$ cat src/rtl/jpeg_rle_pkg.sv
// Shared types and constants for the JPEG run-length/amplitude encoder.
// Symbol layout on the output bus (LSB first):
//   [3:0] size, [7:4] run, [8 +: AMP_WIDTH] amplitude,
//   [8+AMP_WIDTH] is_dc, [9+AMP_WIDTH] eob, remaining bits zero.
package jpeg_rle_pkg;

   localparam int BLOCK_SIZE = 64;
   localparam int IDX_W      = $clog2(BLOCK_SIZE);
   localparam int LAST_IDX   = BLOCK_SIZE - 1;

   localparam int SIZE_LSB = 0;
   localparam int RUN_LSB  = 4;
   localparam int AMP_LSB  = 8;

   localparam logic [3:0] ZRL_RUN      = 4'd15;
   localparam logic [1:0] ZRL_PEND_MAX = 2'd3;

   // Control half of a symbol; the amplitude is carried separately because
   // its width is a module parameter.
   typedef struct packed {
      logic       eob;
      logic       is_dc;
      logic [3:0] run;
      logic [3:0] size;
   } sym_ctl_t;

   localparam sym_ctl_t ZRL_CTL = '{eob: 1'b0, is_dc: 1'b0, run: ZRL_RUN, size: 4'd0};
   localparam sym_ctl_t EOB_CTL = '{eob: 1'b1, is_dc: 1'b0, run: 4'd0,    size: 4'd0};

   typedef enum logic [1:0] {
      ST_IDLE,
      ST_RUN,
      ST_ZRL_DRAIN
   } state_e;

   // JPEG size category: bit length of a magnitude (0 for 0).
   function automatic logic [3:0] size_cat(input logic [14:0] mag);
      logic [3:0] s;
      s = 4'd0;
      for (int i = 0; i < 15; i++) begin
         if (mag[i]) s = 4'(i + 1);
      end
      return s;
   endfunction

endpackage

$ cat src/rtl/jpeg_rle_enc_amp.sv
// Combinational size-category and amplitude encoder.
// Negative values use the JPEG one's-complement form: (v-1) masked to size bits.
module jpeg_amp_enc
   import jpeg_rle_pkg::*;
#(
   parameter int AMP_WIDTH = 13
) (
   input  logic signed [AMP_WIDTH-1:0] val_i,
   output logic        [3:0]           size_o,
   output logic        [AMP_WIDTH-1:0] amp_o
);

   logic [AMP_WIDTH-1:0] mag;
   logic [AMP_WIDTH-1:0] mask;

   // Magnitude, size category and masked amplitude of the input value.
   always_comb begin
      mag    = val_i[AMP_WIDTH-1] ? AMP_WIDTH'(-val_i) : AMP_WIDTH'(val_i);
      size_o = size_cat(15'(mag));
      mask   = (AMP_WIDTH'(1) << size_o) - AMP_WIDTH'(1);
      amp_o  = val_i[AMP_WIDTH-1] ? ((AMP_WIDTH'(val_i) - AMP_WIDTH'(1)) & mask)
                                  : AMP_WIDTH'(val_i);
   end

endmodule

$ cat src/rtl/jpeg_rle_enc.sv
// JPEG run-length / amplitude encoder, one quantized coefficient per beat,
// 64 beats per 8x8 block in zig-zag order. Emits DC, AC, ZRL and EOB symbols
// through a single output register.
// Optional build macro JPEG_RLE_DC_DIFF_EN: DC is coded as a DPCM difference
// against the previous block's DC (predictor cleared by tuser and reset).
module jpeg_rle_enc
   import jpeg_rle_pkg::*;
#(
   parameter int COEF_WIDTH      = 12,
   parameter int AMP_WIDTH       = COEF_WIDTH + 1,
   parameter int IN_TDATA_WIDTH  = ((COEF_WIDTH + 7) / 8) * 8,
   parameter int OUT_TDATA_WIDTH = ((10 + AMP_WIDTH + 7) / 8) * 8
) (
   input  logic                         clk_i,
   input  logic                         rst_i,
   input  logic                         coef_tvalid_i,
   output logic                         coef_tready_o,
   input  logic [IN_TDATA_WIDTH-1:0]    coef_tdata_i,
   input  logic                         coef_tuser_i,
   input  logic                         coef_tlast_i,
   output logic                         sym_tvalid_o,
   input  logic                         sym_tready_i,
   output logic [OUT_TDATA_WIDTH-1:0]   sym_tdata_o,
   output logic [OUT_TDATA_WIDTH/8-1:0] sym_tstrb_o,
   output logic [OUT_TDATA_WIDTH/8-1:0] sym_tkeep_o,
   output logic                         sym_tlast_o,
   output logic                         sym_tuser_o
);

   function automatic logic [OUT_TDATA_WIDTH-1:0] pack_sym(input sym_ctl_t ctl,
                                                          input logic [AMP_WIDTH-1:0] amp);
      logic [OUT_TDATA_WIDTH-1:0] d;
      d = '0;
      d[SIZE_LSB +: 4]         = ctl.size;
      d[RUN_LSB +: 4]          = ctl.run;
      d[AMP_LSB +: AMP_WIDTH]  = amp;
      d[AMP_LSB + AMP_WIDTH]   = ctl.is_dc;
      d[AMP_LSB + AMP_WIDTH + 1] = ctl.eob;
      return d;
   endfunction

   state_e                       state_q, state_d;
   logic [IDX_W-1:0]             idx_q, idx_d;
   logic [3:0]                   zero_run_q, zero_run_d;
   logic [1:0]                   zrl_pend_q, zrl_pend_d;
   logic                         sym_valid_q, sym_valid_d;
   logic [OUT_TDATA_WIDTH-1:0]   sym_data_q, sym_data_d;
   logic                         sym_last_q, sym_last_d;
   logic                         sym_user_q, sym_user_d;
   logic [OUT_TDATA_WIDTH-1:0]   hold_data_q, hold_data_d;
   logic                         hold_last_q, hold_last_d;

   logic signed [AMP_WIDTH-1:0]  coef_ext;
   logic signed [AMP_WIDTH-1:0]  dc_val;
   logic signed [AMP_WIDTH-1:0]  enc_val;
   logic [3:0]                   enc_size;
   logic [AMP_WIDTH-1:0]         enc_amp;
   logic                         coef_acc, sym_pop, is_dc, is_last_idx, coef_zero;
   sym_ctl_t                     cur_ctl;
   logic [OUT_TDATA_WIDTH-1:0]   cur_sym;
   logic                         unused_tdata;

   // Upper tdata padding bits carry no information.
   assign unused_tdata = ^coef_tdata_i;

   assign coef_ext    = AMP_WIDTH'($signed(coef_tdata_i[COEF_WIDTH-1:0]));
   assign coef_zero   = (coef_tdata_i[COEF_WIDTH-1:0] == '0);
   assign is_dc       = (idx_q == '0);
   assign is_last_idx = (idx_q == IDX_W'(LAST_IDX));

`ifdef JPEG_RLE_DC_DIFF_EN
   logic signed [AMP_WIDTH-1:0] pred_q, pred_d;
   // A tuser DC beat restarts prediction, so the difference is the DC itself.
   assign dc_val = coef_tuser_i ? coef_ext : (coef_ext - pred_q);
`else
   assign dc_val = coef_ext;
`endif

   assign enc_val = is_dc ? dc_val : coef_ext;

   jpeg_amp_enc #(.AMP_WIDTH(AMP_WIDTH)) u_amp_enc (
      .val_i  (enc_val),
      .size_o (enc_size),
      .amp_o  (enc_amp)
   );

   assign cur_ctl = '{eob: 1'b0, is_dc: is_dc, run: (is_dc ? 4'd0 : zero_run_q), size: enc_size};
   assign cur_sym = pack_sym(cur_ctl, enc_amp);

   assign coef_tready_o = (!sym_valid_q || sym_tready_i) && (state_q != ST_ZRL_DRAIN);
   assign coef_acc      = coef_tvalid_i && coef_tready_o;
   assign sym_pop       = sym_valid_q && sym_tready_i;

   assign sym_tvalid_o = sym_valid_q;
   assign sym_tdata_o  = sym_data_q;
   assign sym_tlast_o  = sym_last_q;
   assign sym_tuser_o  = sym_user_q;
   assign sym_tstrb_o  = '1;
   assign sym_tkeep_o  = '1;

   // Next-state logic: framing counters, run tracking, ZRL drain and output load.
   always_comb begin
      // NOTE: every _d starts from its held value so no branch can infer a latch.
      state_d     = state_q;
      idx_d       = idx_q;
      zero_run_d  = zero_run_q;
      zrl_pend_d  = zrl_pend_q;
      sym_valid_d = sym_valid_q;
      sym_data_d  = sym_data_q;
      sym_last_d  = sym_last_q;
      sym_user_d  = sym_user_q;
      hold_data_d = hold_data_q;
      hold_last_d = hold_last_q;
`ifdef JPEG_RLE_DC_DIFF_EN
      pred_d      = pred_q;
`endif

      if (sym_pop) sym_valid_d = 1'b0;

      if (state_q == ST_ZRL_DRAIN) begin
         if (sym_pop) begin
            sym_valid_d = 1'b1;
            sym_user_d  = 1'b0;
            if (zrl_pend_q != 2'd0) begin
               sym_data_d = pack_sym(ZRL_CTL, '0);
               sym_last_d = 1'b0;
               zrl_pend_d = zrl_pend_q - 2'd1;
            end else begin
               sym_data_d = hold_data_q;
               sym_last_d = hold_last_q;
               state_d    = is_dc ? ST_IDLE : ST_RUN;
            end
         end
      end else if (coef_acc) begin
         idx_d   = idx_q + IDX_W'(1);
         state_d = is_last_idx ? ST_IDLE : ST_RUN;
         if (is_dc) begin
            sym_valid_d = 1'b1;
            sym_data_d  = cur_sym;
            sym_last_d  = 1'b0;
            sym_user_d  = coef_tuser_i;
            zero_run_d  = 4'd0;
            zrl_pend_d  = 2'd0;
`ifdef JPEG_RLE_DC_DIFF_EN
            pred_d      = coef_ext;
`endif
         end else if (coef_zero) begin
            if (is_last_idx) begin
               // Trailing zeros collapse into EOB; pending ZRLs are dropped.
               sym_valid_d = 1'b1;
               sym_data_d  = pack_sym(EOB_CTL, '0);
               sym_last_d  = coef_tlast_i;
               sym_user_d  = 1'b0;
               zero_run_d  = 4'd0;
               zrl_pend_d  = 2'd0;
            end else if (zero_run_q == ZRL_RUN) begin
               zero_run_d = 4'd0;
               if (zrl_pend_q != ZRL_PEND_MAX) zrl_pend_d = zrl_pend_q + 2'd1;
            end else begin
               zero_run_d = zero_run_q + 4'd1;
            end
         end else begin
            zero_run_d  = 4'd0;
            sym_valid_d = 1'b1;
            sym_user_d  = 1'b0;
            if (zrl_pend_q != 2'd0) begin
               // First ZRL goes out now; the coded coefficient waits in hold.
               sym_data_d  = pack_sym(ZRL_CTL, '0);
               sym_last_d  = 1'b0;
               zrl_pend_d  = zrl_pend_q - 2'd1;
               hold_data_d = cur_sym;
               hold_last_d = is_last_idx && coef_tlast_i;
               state_d     = ST_ZRL_DRAIN;
            end else begin
               sym_data_d  = cur_sym;
               sym_last_d  = is_last_idx && coef_tlast_i;
               zrl_pend_d  = 2'd0;
            end
         end
      end
   end

   // State and output registers with asynchronous reset.
   always_ff @(posedge clk_i or posedge rst_i) begin
      if (rst_i) begin
         state_q     <= ST_IDLE;
         idx_q       <= '0;
         zero_run_q  <= '0;
         zrl_pend_q  <= '0;
         sym_valid_q <= 1'b0;
         sym_data_q  <= '0;
         sym_last_q  <= 1'b0;
         sym_user_q  <= 1'b0;
         hold_data_q <= '0;
         hold_last_q <= 1'b0;
      end else begin
         // NOTE: non-blocking updates so every flop samples pre-edge values.
         state_q     <= state_d;
         idx_q       <= idx_d;
         zero_run_q  <= zero_run_d;
         zrl_pend_q  <= zrl_pend_d;
         sym_valid_q <= sym_valid_d;
         sym_data_q  <= sym_data_d;
         sym_last_q  <= sym_last_d;
         sym_user_q  <= sym_user_d;
         hold_data_q <= hold_data_d;
         hold_last_q <= hold_last_d;
      end
   end

`ifdef JPEG_RLE_DC_DIFF_EN
   // DC predictor register.
   always_ff @(posedge clk_i or posedge rst_i) begin
      if (rst_i) pred_q <= '0;
      else       pred_q <= pred_d;
   end
`endif

endmodule
$ cat config.mk
export PLATFORM = sky130hd
export DESIGN_NAME = jpeg_rle_enc
export DESIGN_NICKNAME = d
export VERILOG_FILES = /design/src/rtl/jpeg_rle_pkg.sv /design/src/rtl/jpeg_rle_enc_amp.sv /design/src/rtl/jpeg_rle_enc.sv
export SDC_FILE = /design/constraint.sdc
export NUM_CORES = 1
export LEC_CHECK = 0
export ABC_AREA = 1
export CORE_MARGIN = 2
export CORE_UTILIZATION = 30
export DETAILED_ROUTE_END_ITERATION = 6
export DONT_BUFFER_PORTS = 1
export GPL_TIMING_DRIVEN = 0
export PLACE_DENSITY_LB_ADDON = 0.15
export SLEW_MARGIN = 15
export SYNTH_ARGS = -nofsm -noshare
export SYNTH_HDL_FRONTEND = slang
export SYNTH_HIERARCHICAL = 1
export SYNTH_SLANG_ARGS = --single-unit
$ cat constraint.sdc
create_clock -name clk_i -period 1.6 [get_ports clk_i]
set_input_delay 0.08 -clock clk_i [delete_from_list [all_inputs] [get_ports clk_i]]
set_output_delay 0.08 -clock clk_i [all_outputs]
set_load 0.01 [all_outputs]
# --- Word level (Yosys, flattened, before mapping) ---
# Cells that the tools add are included.
op_classes:
  bitwise_logic: 4
  div_mod_pow: 0
  muxes: 68
  shifts: 1
  reduce_logical: 15
  addsub: 7
  n_mul: 0
  eq_ne: 11
  n_lt_le_gt_ge: 0
op_table:
  columns: ["cell", "count"]
  rows:
  - ["$mux 24", 6]
  - ["$mux 4", 11]
  - ["$mux 21", 2]
  - ["$mux 2", 19]
  - ["$mux 13", 2]
  - ["$mux 1", 24]
  - ["$and 13x13->13", 1]
  - ["$neg 12->13", 1]
  - ["$shl 1x4->13 const A", 1]
  - ["$sub 12x2->13 const B", 1]
  - ["$sub 13x2->13 const B", 1]
  - ["$logic_not 12->1", 1]
  - ["$mux 3", 4]
  - ["$ne 5x3->1 const B", 2]
  - ["$reduce_and 5->1", 2]
  - ["$ne 2x2->1 const B", 4]
  - ["$add 6x1->6 const B", 1]
  - ["$eq 6x6->1 const B", 1]
  - ["$logic_not 6->1", 1]
  - ["$reduce_and 3->1", 2]
  - ["$add 4x1->4 const B", 1]
  - ["$eq 4x4->1 const B", 1]
  - ["$logic_and 1x1->1", 4]
  - ["$ne 4x3->1 const B", 1]
  - ["other kinds (9)", 12]
totals:
  out_inout_bits: 34
  ff_bits: 63
  input_bits: 22
  mem_bits_ro: 0
  latch_bits: 0
  n_memories: 0
  wordCells: 116
  ramBits: 0

# --- Longest topological paths before layout ---
logic_depth:
  ltp_word: 24
  depth_mapped: 28
  depth_no_buf: 28

# --- By module ---
# Netlist, hierarchy kept.
modules_own_cells:
  columns: ["module", "cells_per_inst", "n_inst", "area_each_um2", "seq_area_each_um2"]
  rows:
  - ["jpeg_rle_enc", 405, 1, 3268.1, 1551.5]
  - ["jpeg_amp_enc", 216, 1, 1199.9, 0.0]

# --- Least setup slack after synthesis ---
# OpenSTA, ideal clock, no wires.
synth_timing:
  path_kind: "input-to-reg"
  start: "in coef_tdata_i[0]"
  end: "reg sym_data_q[18] (netlist: sym_tdata_o[18])"
  stages: 25
  required_ns: 1.535
  path_buffers: 0
  setup_ns: 0.065
  setup_slack_ns: -0.891
  arrival_time_ns: 2.426
  path_cell_list: "inv_1 -> ha_1 -> nand2_2 -> nor2_1 -> nand2_1 -> nand2_1 -> nand2_1 -> nand2_1 -> nor2_2 -> nand2_1 -> nand2_2 -> a21oi_4 -> inv_1 -> nand4_1 -> ha_1 -> nand3_2 -> nor2_2 -> nand2_1 -> nand2_1 -> nor2_1 -> nor2_1 -> nand3_1 -> nand2_1 -> nand2_1 -> nand2_1"
synth_rtl:
  columns: ["element", "line", "text"]
  rows:
  - ["start, declared", "jpeg_rle_enc.sv:18", "input logic [IN_TDATA_WIDTH-1:0] coef_tdata_i,"]
  - ["end signal, assigned", "jpeg_rle_enc.sv:203", "sym_data_q <= sym_data_d;"]
  - ["end, declared", "jpeg_rle_enc.sv:47", "logic [OUT_TDATA_WIDTH-1:0] sym_data_q, sym_data_d;"]

# --- Worst setup path after layout ---
layout_timing:
  start: "in coef_tdata_i[0]"
  end: "reg sym_data_q[8] (netlist: sym_tdata_o[8])"
layout_via:
  elab_chain_len: 24
  elab_cells_between_ends: 28
  classes_between: "add/sub (3); eq/ne (1); shift (1); mux (20); bitwise (1); reduce/logical (2)"
layout_rtl:
  columns: ["element", "line", "text"]
  rows:
  - ["$neg 12->13", "jpeg_rle_enc_amp.sv:18", "mag = val_i[AMP_WIDTH-1] ? AMP_WIDTH'(-val_i) : AMP_WIDTH'(val_i);"]
  - ["$mux 13", "jpeg_rle_enc_amp.sv:18", null]
  - ["$mux 1", "jpeg_rle_pkg.sv:41", "if (mag[i]) s = 4'(i + 1);"]
  - ["$mux 2 (2 in series)", "jpeg_rle_pkg.sv:41", null]
  - ["$mux 3 (4 in series)", "jpeg_rle_pkg.sv:41", null]
  - ["$mux 4 (6 in series)", "jpeg_rle_pkg.sv:41", null]
  - ["$shl 1x4->13", "jpeg_rle_enc_amp.sv:20", "mask = (AMP_WIDTH'(1) << size_o) - AMP_WIDTH'(1);"]
  - ["$sub 13x2->13", "jpeg_rle_enc_amp.sv:20", null]
  - ["$and 13x13->13", "jpeg_rle_enc_amp.sv:21", "amp_o = val_i[AMP_WIDTH-1] ? ((AMP_WIDTH'(val_i) - AMP_WIDTH'(1)) & mask)"]
  - ["$mux 13 (*)", "jpeg_rle_enc_amp.sv:21", null]
  - ["via enc_amp[0]", "jpeg_rle_enc.sv:57", "logic [AMP_WIDTH-1:0] enc_amp;"]
  - ["$mux 21", "jpeg_rle_enc.sv:166", "if (zrl_pend_q != 2'd0) begin"]
  - ["$mux 24", "jpeg_rle_enc.sv:147", "end else if (coef_zero) begin"]
  - ["$mux 24 (*)", "jpeg_rle_enc.sv:137", "if (is_dc) begin"]
  - ["$mux 24 (*)", "jpeg_rle_enc.sv:134", "end else if (coef_acc) begin"]
  - ["$mux 24 (*)", "jpeg_rle_enc.sv:120", "if (state_q == ST_ZRL_DRAIN) begin"]
# Mark *: on every way through the listed nets, which the timed path passes. The rest lies on a longest branch. The select of a mux whose other input is x is not followed.
# A chain may end at the register's enable or synchronous reset.

==> metrics <==
CTS tree built; cells after synthesis 621; post-synthesis compound-gate area fraction 7.92%; final hold vios 0; r2r worst-path depth 11; CORE AREA between 0.01 and 0.015 mm²; CTS root buf clkbuf_16; Period minus WS final about 2.4 ns; first-pass GRT wire length slightly above 20 mm; CP Data Required Time 1.83 ns; clk slew on worst S/H paths 0.05 ns; LEAKAGE 3.20 nW; MaxCap Viol Count 0; DR vias 4273; largest net degree at the start of global routing 33; Crit Path Max Fanout 4; Post-synth EDFFs 0; fmax around 0.42 GHz; slew margin rel. ~50%; Critical Path AT 2.59 ns; crit end category flop; Area after DPL around 0.0048 mm²; Simple-Gate Fraction of Synth Area approximately 41%; vias in the first global route 4136; initial core utilization 30.7%; DRC 0; hold path cells 4; FF+latch count, synth 62; initial antenna violation count 0; hold slack 0.0278 ns; height of the die ~130 µm; worst r2r src idx_q[0]$_DFFE_PP0P_; R2R Setup Slk -0.03 ns; P&R area growth vs syn 41.5%; diode count 0; Worst Skew 0.00368 ns; drt first pass iters 5; # port buffers 0; Synth Flop Type dfrtp_1; crit path launch type input pin; total negative slack -10.39 ns; Synth Area in Adders 2.52%; Min-Delay Endpoint sym_tlast_o$_DFFE_PP0P_; DRT antenna net count 0; Pins Over Slew Limit 0; sequential element share of the synthesized area 34.7%; final wirelength 13.1 mm; leading cell type in the layout, fill and taps excluded nand2_1; final net count around 750; Synthesis Warnings 6; total gr overflow 0; die area 0.0159 mm²; RR Endpoint hold_data_q[8]$_DFFE_PP0P_; Yosys cell types 41; largest family of logic cells by synthesized area simple AND/OR/NAND/NOR gates; gpl congestion just over 0.8; Period Utilization, post-route 148%; most frequent cells in the layout nand2_1, buf_4, dfrtp_1; outcome complete, but fails checks; layout cells sized above 1 38.5%; slack of the critical path -0.760 ns; non-filler instance count after layout 907; Synth Cell Area 0.00447 mm²; critical path class input pin to flop; placed cells around 800; number of top-level pins 56; RSZ-0062 raised after global routing true; power per cell area 886 mW/mm²; H-tree depth 3; CTS Sinks 62; multiplexer share of the synthesized area 0%; Vias per Instance 4.71; worst slew pin tran ~0.75 ns; Hold Crit Class input pin to flop; FFs w/ async S/R, synth 100%; worst skew pair latency approximately 0.33 ns; Mean Syn Cell Area 7.19 µm²; die width between 100 and 150 µm; failing checks negative setup slack; VDD IR max 0.000413 V; worst setup path start coef_tdata_i[0]; Clock Path Buffers 2; design area 0.00632 mm²; total CTS buffers 9; row count 44; 1st-iter DRT viols between 200 and 250; worst hold start coef_tlast_i; GRT Util Overall 16.0%; dpl hpwl 8.78 mm; Post-Synth XOR/XNOR Area 3.11%; routed len/inst 14.4 µm; final setup violation count 22
power breakdown:
part | switching [W] | total, W | internal (W)
logic | 0.000786 | 0.00145 | 0.000663
registers | 0.000206 | 0.00194 | 0.00173
clock network | 0.000698 | 0.00222 | 0.00152
total | 0.00169 | 0.00560 | 0.00391
per-layer routing:
layer / wire, µm / vias to the layer above / global-route usage, % / part of all wire, %
met5: 0 / - / 0 / 0
met1: 6120 / 2002 / 21.6 / 47
met4: 229 / 0 / 7.18 / 1.8
met3: 583 / 15 / 2.38 / 4.5
met2: 6150 / 110 / 25.5 / 47
li1: - / 2146 / - / -
worst max path at each step:
| stage | endpoint | slack, ns | cells past startpoint |
|---|---|---|---|
| 6_report | sym_tdata_o[8]$_DFFE_PP0P_ | -0.76 | 23 |
| 3_5_place_dp | sym_tdata_o[18]$_DFFE_PP0P_ | -1.31 | 25 |
| 3_3_place_gp | sym_tdata_o[18]$_DFFE_PP0P_ | -1.26 | 25 |
| 2_1_floorplan | sym_tdata_o[18]$_DFFE_PP0P_ | -0.79 | 25 |
| 5_1_grt | sym_tdata_o[14]$_DFFE_PP0P_ | -0.92 | 28 |
| 4_1_cts | sym_tdata_o[18]$_DFFE_PP0P_ | -0.64 | 26 |
state kept, by name (all words and copies together) (netlist names), 2 cells and up:
name	flops
idx_q	6
hold_data_q	21
sym_tdata_o	23
zrl_pend_q	2
state_q	2
zero_run_q	4
synthesized netlist by cell type (2+ instances only):
cell type  instances  area share (%)
a21oi_1           10             1.1
a31oi_1            2            0.28
buf_2              4            0.45
buf_4             11             1.8
buf_6              6             1.5
clkbuf_8           2            0.62
conb_1             2            0.17
dfrtp_1           62              35
ha_1               9             2.5
inv_1             62             5.2
inv_2              8            0.67
nand2_1          220              18
nand2_2           11             1.5
nand2_4            9             2.3
nand3_1           51             5.7
nand3_2            7             1.6
nand3_4            3             1.2
nand4_1            8             1.1
nor2_1            33             2.8
nor2_2            12             1.7
nor2_4             8             2.0
nor2_8             3             1.3
nor3_1             3            0.34
o21ai_0           31             3.5
o21ai_1           16             1.8
xnor2_1            2            0.39
xor2_1            12             2.4
layout make-up:
class                   count  area (µm²)
fillers                  1472        8210
inverters                  72         300
multi-input cells         469        2880
flip-flops and latches     62        1550
repair inverters            1        6.26
clock inverters             4        95.1
plain buffers              24         254
repair buffers             79         766
clock buffers              12         236
well taps                 184         230
stage by stage:
step	utilization, %	power [W]	setup WS [ns]
global placement	32.7	0.00281	-1.26
detailed placement	32.9	0.00283	-1.31
finish	43.5	0.00560	-0.760
global route	43.5	0.00588	-0.923
floorplan	-	0.00262	-0.791
CTS	39.5	0.00539	-0.636
critical path: stages:
cell and delay, ns:
clkinvlp_4 0.13, buf_4 0.17, buf_4 0.12, buf_4 0.12, buf_4 0.12, buf_4 0.12, buf_4 0.12, buf_4 0.12
buf_4 0.12, buf_4 0.12, buf_4 0.12, buf_4 0.12, buf_4 0.12, buf_4 0.12, buf_4 0.12, buf_4 0.12
buf_4 0.13, nand3_1 0.09, o21ai_2 0.07, nand3_1 0.08, o21ai_1 0.08, nand2_1 0.06, nand2_1 0.04
cells by family after synthesis:
| kind of cell | Yosys count |
|---|---|
| XOR/XNOR | 15 |
| other | 2 |
| AND/OR/NAND/NOR | 372 |
| adder cells (fa/ha/maj) | 9 |
| AO/OA/AOI/OAI | 65 |
| flip-flops | 62 |
| buffers and inverters | 96 |
timing repair:
action | 4_1_cts | 5_1_grt
hold buffers | 3 | 0
gates resized for setup | 56 | 104
hold endpoints to repair | 32 | 0
gates cloned | 3 | 5
setup endpoints to repair | 48 | 52
pin swaps | 29 | 61
setup buffers | 47 | 22
Note: power is estimated with default switching activity, not from simulation.
